$ cat src/rtl/key_event_pkg.sv
// Shared definitions for the key event block: channel FSM states, counter
// width and the default timing constants (100 MHz clock).
package key_event_pkg;

  // Channel FSM states, 2-bit encoding.
  typedef enum logic [1:0] {
    S_LOCK   = 2'd0,
    S_IDLE   = 2'd1,
    S_HELD   = 2'd2,
    S_REPEAT = 2'd3
  } state_t;

  // Width of the per-channel hold/repeat down-counter.
  localparam int CNT_W = 32;

  // Default timing: 1 s to long-press, 200 ms auto-repeat period at 100 MHz.
  localparam int unsigned DEF_LONG_CYCLES   = 32'd100_000_000;
  localparam int unsigned DEF_REPEAT_CYCLES = 32'd20_000_000;

endpackage

$ cat src/rtl/key_event_ch.sv
// One key channel: turns a clean synchronous key level into registered
// one-cycle press / release / long-press / auto-repeat pulses plus a held level.
// 'release' is a reserved word in SystemVerilog, so the release pulse is named rel.
module key_event_ch
  import key_event_pkg::*;
#(
  parameter int unsigned LONG_CYCLES   = DEF_LONG_CYCLES,
  parameter int unsigned REPEAT_CYCLES = DEF_REPEAT_CYCLES
) (
  input  logic clk,
  input  logic rstn,
  input  logic key,
  output logic press,
  output logic rel,
  output logic longp,
  output logic rpt,
  output logic held
);

  // Counter reload values; the counter runs from value-1 down to 0 so that the
  // terminal event lands exactly value edges after the reload.
  localparam logic [CNT_W-1:0] LONG_LOAD = CNT_W'(LONG_CYCLES - 32'd1);
  localparam bit               RPT_EN    = (REPEAT_CYCLES != 32'd0);
  localparam logic [CNT_W-1:0] RPT_LOAD  = RPT_EN ? CNT_W'(REPEAT_CYCLES - 32'd1) : '0;

  state_t           state;
  logic [CNT_W-1:0] cnt;

  // Channel FSM with counter and registered pulse/level outputs.
  always_ff @(posedge clk or negedge rstn) begin
    if (!rstn) begin
      state <= S_LOCK;
      cnt   <= '0;
      press <= 1'b0;
      rel   <= 1'b0;
      longp <= 1'b0;
      rpt   <= 1'b0;
      held  <= 1'b0;
    end else begin
      press <= 1'b0;
      rel   <= 1'b0;
      longp <= 1'b0;
      rpt   <= 1'b0;
      case (state)
        // A key already down at reset must be released before it can fire.
        S_LOCK: begin
          held <= 1'b0;
          if (!key) state <= S_IDLE;
        end
        S_IDLE: begin
          if (key) begin
            state <= S_HELD;
            press <= 1'b1;
            held  <= 1'b1;
            cnt   <= LONG_LOAD;
          end else begin
            held  <= 1'b0;
          end
        end
        // Release has priority over the long-press terminal count.
        S_HELD: begin
          if (!key) begin
            state <= S_IDLE;
            rel   <= 1'b1;
            held  <= 1'b0;
          end else if (cnt == '0) begin
            state <= S_REPEAT;
            longp <= 1'b1;
            held  <= 1'b1;
            cnt   <= RPT_LOAD;
          end else begin
            held  <= 1'b1;
            cnt   <= cnt - 1'b1;
          end
        end
        // With repeat disabled the channel simply sits here until release.
        S_REPEAT: begin
          if (!key) begin
            state <= S_IDLE;
            rel   <= 1'b1;
            held  <= 1'b0;
          end else if (RPT_EN && (cnt == '0)) begin
            rpt   <= 1'b1;
            held  <= 1'b1;
            cnt   <= RPT_LOAD;
          end else if (RPT_EN) begin
            held  <= 1'b1;
            cnt   <= cnt - 1'b1;
          end else begin
            held  <= 1'b1;
          end
        end
        default: begin
          state <= S_LOCK;
          held  <= 1'b0;
        end
      endcase
    end
  end

endmodule

$ cat src/rtl/key_event.sv
// N independent key channels plus a lowest-index priority encoder that
// summarises the press pulses as a single event valid/code pair.
module key_event
  import key_event_pkg::*;
#(
  parameter int          N             = 5,
  parameter int unsigned LONG_CYCLES   = DEF_LONG_CYCLES,
  parameter int unsigned REPEAT_CYCLES = DEF_REPEAT_CYCLES,
  localparam int         CODE_W        = (N > 1) ? $clog2(N) : 1
) (
  input  logic              clk,
  input  logic              rstn,
  input  logic [N-1:0]      key,
  output logic [N-1:0]      press,
  output logic [N-1:0]      rel,
  output logic [N-1:0]      longp,
  output logic [N-1:0]      rpt,
  output logic [N-1:0]      held,
  output logic              evt_valid,
  output logic [CODE_W-1:0] evt_code
);

  for (genvar g = 0; g < N; g++) begin : g_ch
    key_event_ch #(
      .LONG_CYCLES   (LONG_CYCLES),
      .REPEAT_CYCLES (REPEAT_CYCLES)
    ) u_ch (
      .clk   (clk),
      .rstn  (rstn),
      .key   (key[g]),
      .press (press[g]),
      .rel   (rel[g]),
      .longp (longp[g]),
      .rpt   (rpt[g]),
      .held  (held[g])
    );
  end

  assign evt_valid = |press;

  // Lowest-numbered pressed channel wins; scanning downward lets it overwrite.
  always_comb begin
    evt_code = '0;
    for (int i = N - 1; i >= 0; i--) begin
      if (press[i]) evt_code = CODE_W'(i);
    end
  end

endmodule

$ cat config.mk
export PLATFORM = sky130hd
export DESIGN_NAME = key_event
export DESIGN_NICKNAME = d
export VERILOG_FILES = /design/src/rtl/key_event_pkg.sv /design/src/rtl/key_event_ch.sv /design/src/rtl/key_event.sv
export SDC_FILE = /design/constraint.sdc
export NUM_CORES = 1
export LEC_CHECK = 0
export CAP_MARGIN = 20
export CORE_ASPECT_RATIO = 0.75
export CORE_MARGIN = 1
export CORE_UTILIZATION = 40
export CTS_BUF_LIST = sky130_fd_sc_hd__clkbuf_16
export DETAILED_ROUTE_END_ITERATION = 16
export PLACE_DENSITY = 0.57
export SYNTH_ARGS = -nofsm -noshare
export SYNTH_HDL_FRONTEND = slang
export SYNTH_SLANG_ARGS = --single-unit
$ cat constraint.sdc
create_clock -name clk -period 3.2 [get_ports clk]
set_input_delay 0.48 -clock clk [delete_from_list [all_inputs] [get_ports clk]]
set_output_delay 0.48 -clock clk [all_outputs]
set_load 0.02 [all_outputs]
### After elaboration in Yosys (flattened, before gate mapping)

Cells that the tools add are included.

| cells by class | value |
|---|---|
| mux-type cells | 95 |
| equal/unequal tests | 35 |
| reductions and logical operators | 41 |
| $add $sub $neg | 5 |

Operators by type and width:

| cell | number |
|---|---|
| $mux W32 | 15 |
| $pmux W32 S2 | 5 |
| $logic_not A32 Y1 | 5 |
| $sub A32 B1 Y32 const B | 5 |
| $mux W1 | 40 |
| $mux W2 | 20 |
| $pmux W2 S3 | 5 |
| $reduce_and A3 Y1 | 10 |
| $eq A2 B2 Y1 const B | 10 |
| $ne A2 B2 Y1 const B | 10 |
| $reduce_or A2 Y1 | 10 |
| $mux W3 | 5 |
| $ne A3 B2 Y1 const B | 5 |
| $reduce_or A3 Y1 | 5 |
| $eq A2 B1 Y1 const B | 5 |
| $logic_not A2 Y1 | 5 |
| $ne A2 B1 Y1 const B | 5 |
| $pmux W1 S2 | 5 |
| $reduce_bool A2 Y1 | 5 |
| $reduce_or A5 Y1 | 1 |

| word-level totals | value |
|---|---|
| logic and storage cells | 211 |
| output and inout bits | 29 |
| bits of input ports | 7 |
| register bits after elaboration | 195 |

### Logic depth before layout (Yosys ltp)

Gate-level depths: netlist of the first run.

| depth | value |
|---|---|
| word-level depth | 5 |
| mapped depth | 9 |

### Hierarchy

A second synthesis of the first run with hierarchy kept.

| second synthesis, totals | value |
|---|---|
| cell total of the unflattened synthesis | 1136 |
| area, all modules | 10706.5 µm² |

By module, submodules not included:

| module | cells an instance | instances | area an instance (µm²) | sequential area each (µm²) |
|---|---|---|---|---|
| key_event_ch (g_ch[0].u_ch ...) | 223 | 3 | 2132.0 | 975.9 |
| key_event_ch (g_ch[3].u_ch) | 233 | 1 | 2143.3 | 975.9 |
| key_event_ch (g_ch[4].u_ch) | 226 | 1 | 2118.3 | 975.9 |
| key_event | 8 | 1 | 48.8 | 0.0 |

### Worst setup path after synthesis of the first run

OpenSTA, ideal clock, no wires.

| timing path | value |
|---|---|
| path type | flip-flop to flip-flop |
| from | register g_ch[2].u_ch.cnt[4] |
| to | register g_ch[2].u_ch.cnt[22] |
| stages on the path, launching flop included | 7 |
| required time | 3079 ps |
| path buffers | 1 |
| setup slack | 837 ps |
| setup time | 121 ps |
| arrival time | 2242 ps |
| cells stage by stage | dfrtp_1 > or4_1 > buf_2 > or4_4 > or3_1 > or3_1 > a22o_1 |

| on the way | value |
|---|---|
| cells in the longest elaborated chain, start to end | 4 |
| elaborated cells between the ends (all ways) | 5 |
| those cells by class | add/sub: 1; mux: 3; reduce/logical: 1 |

RTL lines:

| element | line | text |
|---|---|---|
| start: declaration | key_event_ch.sv:27 | `logic [CNT_W-1:0] cnt;` |
| start signal: assignment | key_event_ch.sv:73 | `cnt <= cnt - 1'b1;` |
| start signal: assignment | key_event_ch.sv:88 | `cnt <= cnt - 1'b1;` |
| $sub A32 B1 Y32 / $logic_not A32 Y1 (equally long branches) | n/a |  |
| $mux W32 (*) | key_event_ch.sv:66 | `end else if (cnt == '0) begin` |
| $mux W32 (*) | key_event_ch.sv:62 | `if (!key) begin` |
| $pmux W32 S2 (*) | key_event_ch.sv:44 | `case (state)` |

Mark *: on every way between the ends. The rest lies on a longest branch, timed or not. The select of a mux whose other input is x is not followed.
A chain may end at the register's enable or synchronous reset.

### Final worst setup path of the first run

| timing path | value |
|---|---|
| from | register g_ch[2].u_ch.cnt[0] |
| to | register g_ch[2].u_ch.cnt[17] |

Same word-level chain as after synthesis.

==> impl_metrics.ini, run 1 <==
[global_routing]
use_met2_pct = 27.2
grt-ovfl-total = 0
antenna_found_initial = 0
grtUsageMet3_pct = 3.35
grt_pass1_wl_um = 41000
track_usage_pct = 18.8
grt_pass1_vias = 7950
top_usage_layer = met1
use_met1_pct = 28.7
grt_max_degree = 99

[clock_tree]
path_clk_slew_ps = 80
cts.sinks = 195
cts.repair.resized = 0
clock_tree.root_cell = clkbuf_16
clk-insertion-delay-late_ps = 440
ctsHoldBuffers = 0
post_cts_buffers = 0
clockBufferDepth = 2
h-tree-depth = 4
cts_tree = built
cts_buffers = 17

[drt]
dr.pass1.iters = 4
vias = 8400
drt_iter0_drc = 604
avgViaCountPerCell = 5.46
detail_route.drc_violations = 0
routedWlPerCell_um = 15.5
wl_um = 23800
ant_nets = 0

[critical_path]
cpPeakStageDelay_ps = 510
path_class = register to register
worstPathRequired_ps = 3490
worstSetupEndpointType = register
path_cells = inv_1 > ha_1 > nor4b_1 > nand4_1 > nor4_1 > buf_4 > nor2_1 > nor2_1 > nor2_1
path_delay_family = simple AND/OR/NAND/NOR gates
slowest_stage = nor4b_1
crit_path_start_kind = register
cp.arrival_ps = 3000
critPathMaxFanout = 10
path_buf_inv = 2
cp_common_cell = nor2_1

[synthesis]
synth_edf_count = 0
yosysUniqueCellTypes = 63
seq_area_frac_synth_pct = 46.4
ys.flop_type = dfrtp_1
yosysWarnings = 0
syn-cell-area_um2 = 10500
syn_nets = 1189
ys_ff_latch = 195
async_flop_share_pct = 100
syn_inst = 1157
synth_area_per_cell_um2 = 9.09

[timing]
timing.final.hold_violations = 0
post-route-period-util_pct = 84.7
clock.fmax_mhz = 369
period_needed_ps = 2710
setup_tns_ps = 0
rsz0062_at_grt = no
setup_viol = 0
max_slew_margin_pct = 42.3
drv_slew = 0
worst_pin_slew_ps = 865
finClkSkew_ps = 14.0
timing.hold.ws_ps = 129

[placement]
hpwl_um = 16800
gp_congestion = 0.836
numPortBuffers = 35

[die]
core_um2 = 25400
fp-row-count = 50
dieArea_um2 = 26900
fp.dieH_um = 142
die_x_um = 189
initial_core_util_pct = 41.4
num_io_pins = 36

[job]
max_cap_viol_count = 0

[layout]
drive_gt1_share_pct = 7.75
final_nets = 1219
area_growth_pct = 12.2
insertedDiodeCount = 0

[run_status]
outcome = completed

[power_and_ir_drop]
p_per_area_nw_per_um2 = 639
ir_drop_mv = 0.380
p_leak_nw = 4.46

[min_path]
hold_path_class = primary input to async pin
==> layer usage <==
metal	vias up	wire length (um)
met1	4092	12600
met2	113	10200
met4	0	252
li1	4181	-
met3	14	701
met5	-	0
==> final cells by class <==
class	instances	area (um2)
timing repair buffer	68	627
tap	338	423
fill	2503	13600
multi-input combinational	866	5160
clock inverter	15	128
sequential	195	4880
inverter	39	146
clock buffer	17	425
==> cells in the mapped netlist (all sizes together), types with 3 or more instances <==
cell type	number	area share [%]
nor2b	4	0.24
a31oi	17	1.0
nand4	18	1.1
a21oi	52	2.5
a211oi	4	0.29
clkbuf	25	0.89
o21a	4	0.29
o21ai	66	3.2
nor4b	5	0.56
or4	18	1.3
or2	11	0.65
nor2	162	5.8
nand3	33	1.6
or3	34	2.1
o31ai	11	0.79
a21o	5	0.36
inv	39	1.4
xnor2	49	4.1
nor3	62	3.0
and3	11	0.65
o22a	18	1.5
o21ba	4	0.38
o21bai	4	0.29
and2	9	0.54
a41oi	4	0.33
a21boi	3	0.21
nand2b	15	0.89
xor2	24	2.0
buf	32	2.2
dfrtp	195	46
nand3b	3	0.21
o2bb2ai	6	0.50
ha	25	3.0
o41ai	7	0.58
nand2	102	3.6
nor4	51	3.5
==> metrics by stage <==
stage | cells | utilization (%) | total power [mW] | setup slack [ps] | area [um2]
2_1_floorplan | 1157 | - | 4.66 | 837 | 10500
3_3_place_gp | 1506 | 44.3 | 5.53 | 648 | 11200
3_5_place_dp | 1506 | 44.3 | 5.56 | 590 | 11200
4_1_cts | 1538 | 46.4 | 7.62 | 587 | 11800
5_1_grt | 1538 | 46.4 | 8.06 | 255 | 11800
6_report | 1538 | 46.4 | 7.53 | 490 | 11800
==> sequential cells by signal, summed over array words and instances (netlist names) <==
| signal | flops |
|---|---|
| g_ch.u_ch.cnt | 160 |
| g_ch.u_ch.held | 5 |
| g_ch.u_ch.longp | 5 |
| g_ch.u_ch.press | 5 |
| g_ch.u_ch.rel | 5 |
| g_ch.u_ch.rpt | 5 |
| g_ch.u_ch.state | 10 |
==> power by group <==
part / internal, mW / switching, mW / leakage [nW]
sequential: 2.67 / 0.191 / 2.19
combinational: 0.915 / 1.72 / 2.00
clock: 1.02 / 1.02 / 0.268
==> final timing paths <==
| check | startpoint | to | slack, ps | cells past startpoint |
|---|---|---|---|---|
| min | rstn | g_ch[0].u_ch.cnt[15] | 130 | 1 |
| max reg2reg | g_ch[2].u_ch.cnt[0] | g_ch[2].u_ch.cnt[17] | 490 | 9 |
| max | g_ch[2].u_ch.cnt[0] | g_ch[2].u_ch.cnt[17] | 490 | 9 |
| min in group clk | g_ch[0].u_ch.cnt[28] | g_ch[0].u_ch.cnt[28] | 500 | 1 |
| min reg2reg | g_ch[0].u_ch.cnt[28] | g_ch[0].u_ch.cnt[28] | 500 | 1 |
| max in group asynchronous | rstn | g_ch[4].u_ch.cnt[18] | 2310 | 2 |
==> cells in the final DEF, fill, tap and decap left out, types with 31 or more instances in the layout <==
master           instances
a21oi_1                 52
nor4_1                  47
dfrtp_1                195
buf_4                   31
or3_1                   33
o21ai_0                 58
inv_1                   39
nand2_1                102
xnor2_1                 49
nand3_1                 33
nor3_1                  60
clkdlybuf4s50_1         34
nor2_1                 162
==> worst reg2reg max path, cell delays in order (launching register included) <==
cell     delay, ps
dfrtp_1        390
inv_1           90
ha_1           180
nor4b_1        510
nand4_1        170
nor4_1         380
buf_4          260
nor2_1          80
nor2_1         420
nor2_1         100
==> kinds of logic (layout without fill, tap and decap cells) <==
kind of cell,after synthesis,in the layout,share of synthesized area [%]
simple gates,544,544,26.3
compound gates,223,223,13.7
xor+xnor,73,73,6.08
buf+inv,96,139,4.47
mux,1,1,0.107
fa+ha+maj,25,25,2.98
flops,195,195,46.4
No activity file was read; power rests on OpenSTA's default activity.
==> inputs of run 2 (changes only) <==
- PLACE_DENSITY: 0.57 -> 0.59
- clock period: 3.2 -> 2.2 ns (I/O delays scaled with it)
==> run 2 against run 1 <==
  * The flow now finishes with violations (negative setup slack)
  * First-iteration DRC count grew 1.2%
  * Clock skew shrank 4.4 ps
  * Sequential power grew 44%
  * Design area grew 18%
==> impl_metrics.ini, run 2 (same netlist as run 1, synthesis figures left out) <==
[global_routing]
grt-ovfl-total = 0
antenna_found_initial = 0
grt_pass1_vias = 8748
grt_pass1_wl_um = 43800
track_usage_pct = 20.1
grt_max_degree = 63

[die]
fp-row-count = 50
core_um2 = 25400
die_x_um = 189
num_io_pins = 36
dieArea_um2 = 26900
initial_core_util_pct = 41.4
fp.dieH_um = 142

[clock_tree]
cts_tree = built
clk-insertion-delay-late_ps = 450
cts.sinks = 195
cts_buffers = 17
path_clk_slew_ps = 80
h-tree-depth = 4
clock_tree.root_cell = clkbuf_16
clockBufferDepth = 2

[timing]
setup_tns_ps = -1640
rsz0062_at_grt = yes
post-route-period-util_pct = 105
setup_viol = 24
clock.fmax_mhz = 432
worst_slack_ps = -115
finClkSkew_ps = 9.60
worst_pin_slew_ps = 678
max_slew_margin_pct = 54.6
drv_slew = 0
timing.final.hold_violations = 0
period_needed_ps = 2310
timing.hold.ws_ps = 447

[placement]
gp_congestion = 0.847
place_ws_ps = -146
numPortBuffers = 35
post_dp_cell_area_um2 = 12400
place_inst = 1651
hpwl_um = 18200

[critical_path]
path_cells = or4_4 > or4_4 > nor4b_4 > buf_4 > nor2_4 > buf_6 > and4_1 > nor3_2
reg2regPathDepth = 8
path_class = register to register
worstPathRequired_ps = 2570
reg2reg_slack_ps = -110
slowest_stage = or4_4
worstSetupEndpointType = register
cp_common_cell = or4_4
crit_path_start_kind = register
critPathMaxFanout = 2
cpPeakStageDelay_ps = 540
cp.arrival_ps = 2690

[layout]
regMostFlops = g_ch.u_ch.cnt
largest_reg_flops = 160
final_cell_area_um2 = 13900
drive_gt1_share_pct = 27.1
reg_top3 = g_ch.u_ch.cnt x160, g_ch.u_ch.state x10
final_core_util_pct = 54.6
final_cell_mix = dfrtp_1 (195), buf_4 (185), nor2_1 (138), nand2_1 (100), nor3_1 (52)
insertedDiodeCount = 0
final_nets = 1397
final_common_cell = dfrtp_1
stdcell_count = 1716
area_growth_pct = 31.8

[min_path]
hold_path_class = primary input to async pin

[drt]
wl_met3_um = 950
drt-met1-wl_um = 13900
drt_iter0_drc = 611
detail_route.drc_violations = 0
vias = 9209
wl_um = 26500
dr.max_layer_used = met4
routedWlPerCell_um = 15.5
ant_nets = 0
avgViaCountPerCell = 5.37
dr_wl_met2_um = 11400
dr.pass1.iters = 5

[power_and_ir_drop]
finalPower_mw = 12.4
p_leak_nw = 5.48
p_per_area_nw_per_um2 = 894
ir_drop_mv = 0.575

[run_status]
outcome = finished, violations left
violations = negative setup slack

[job]
max_cap_viol_count = 0
[run 2: cell types whose count changed in the layout (fill, tap and decap cells not counted), moves of 9 or more]
cell     delta
nor2_4      +9
buf_4     +154
nor4_2     +13
a21oi_1     -9
o21ai_0    -12
nor4_1     -18
buf_6      +18
nor2_2     +15
nor2_1     -24
[run 2: final timing paths]
path / to / from
max: g_ch[4].u_ch.cnt[6] / g_ch[4].u_ch.cnt[23]
min: g_ch[0].u_ch.cnt[15] / rstn
max reg2reg: g_ch[4].u_ch.cnt[6] / g_ch[4].u_ch.cnt[23]
min reg2reg: g_ch[1].u_ch.cnt[30] / g_ch[1].u_ch.cnt[30]
max in group asynchronous: g_ch[2].u_ch.cnt[30] / rstn
min in group clk: g_ch[1].u_ch.cnt[30] / g_ch[1].u_ch.cnt[30]
[run 2: what timing repair did]
action                                  CTS  global route
hold buffers                              1             0
endpoints found under the setup margin   62           144
resized for setup                        24           129
pin swaps                                 5            27
buffers inserted                         10            18
hold endpoints to repair                 57             0
gates cloned                              0             4
[run 2: final cells by class]
cell class                      instances  area, um2
Multi-Input combinational cell        866       5780
Clock buffer                           17        425
Clock inverter                         15        163
Inverter                               39        146
Sequential cell                       195       4880
Fill cell                            2298      11500
Tap cell                              338        423
Timing Repair Buffer                  246       2040
[run 2: worst max-delay path, delay by kind of cell, from the launching register on]
family | cells | cell delay (ps)
buf+inv | 2 | 300
simple gates | 6 | 1570
flops | 1 | 380
[run 2: layer usage]
layer	vias up	GRT usage [%]
li1	4546	-
met1	4460	31.2
met2	181	28.8
met3	22	3.08
met4	0	5.18
met5	-	0
[run 2: where the power goes]
group          switching, mW  total, mW  internal, mW
clock network           1.55       3.17          1.62
logic                   3.00       5.10          2.10
registers              0.247       4.13          3.89
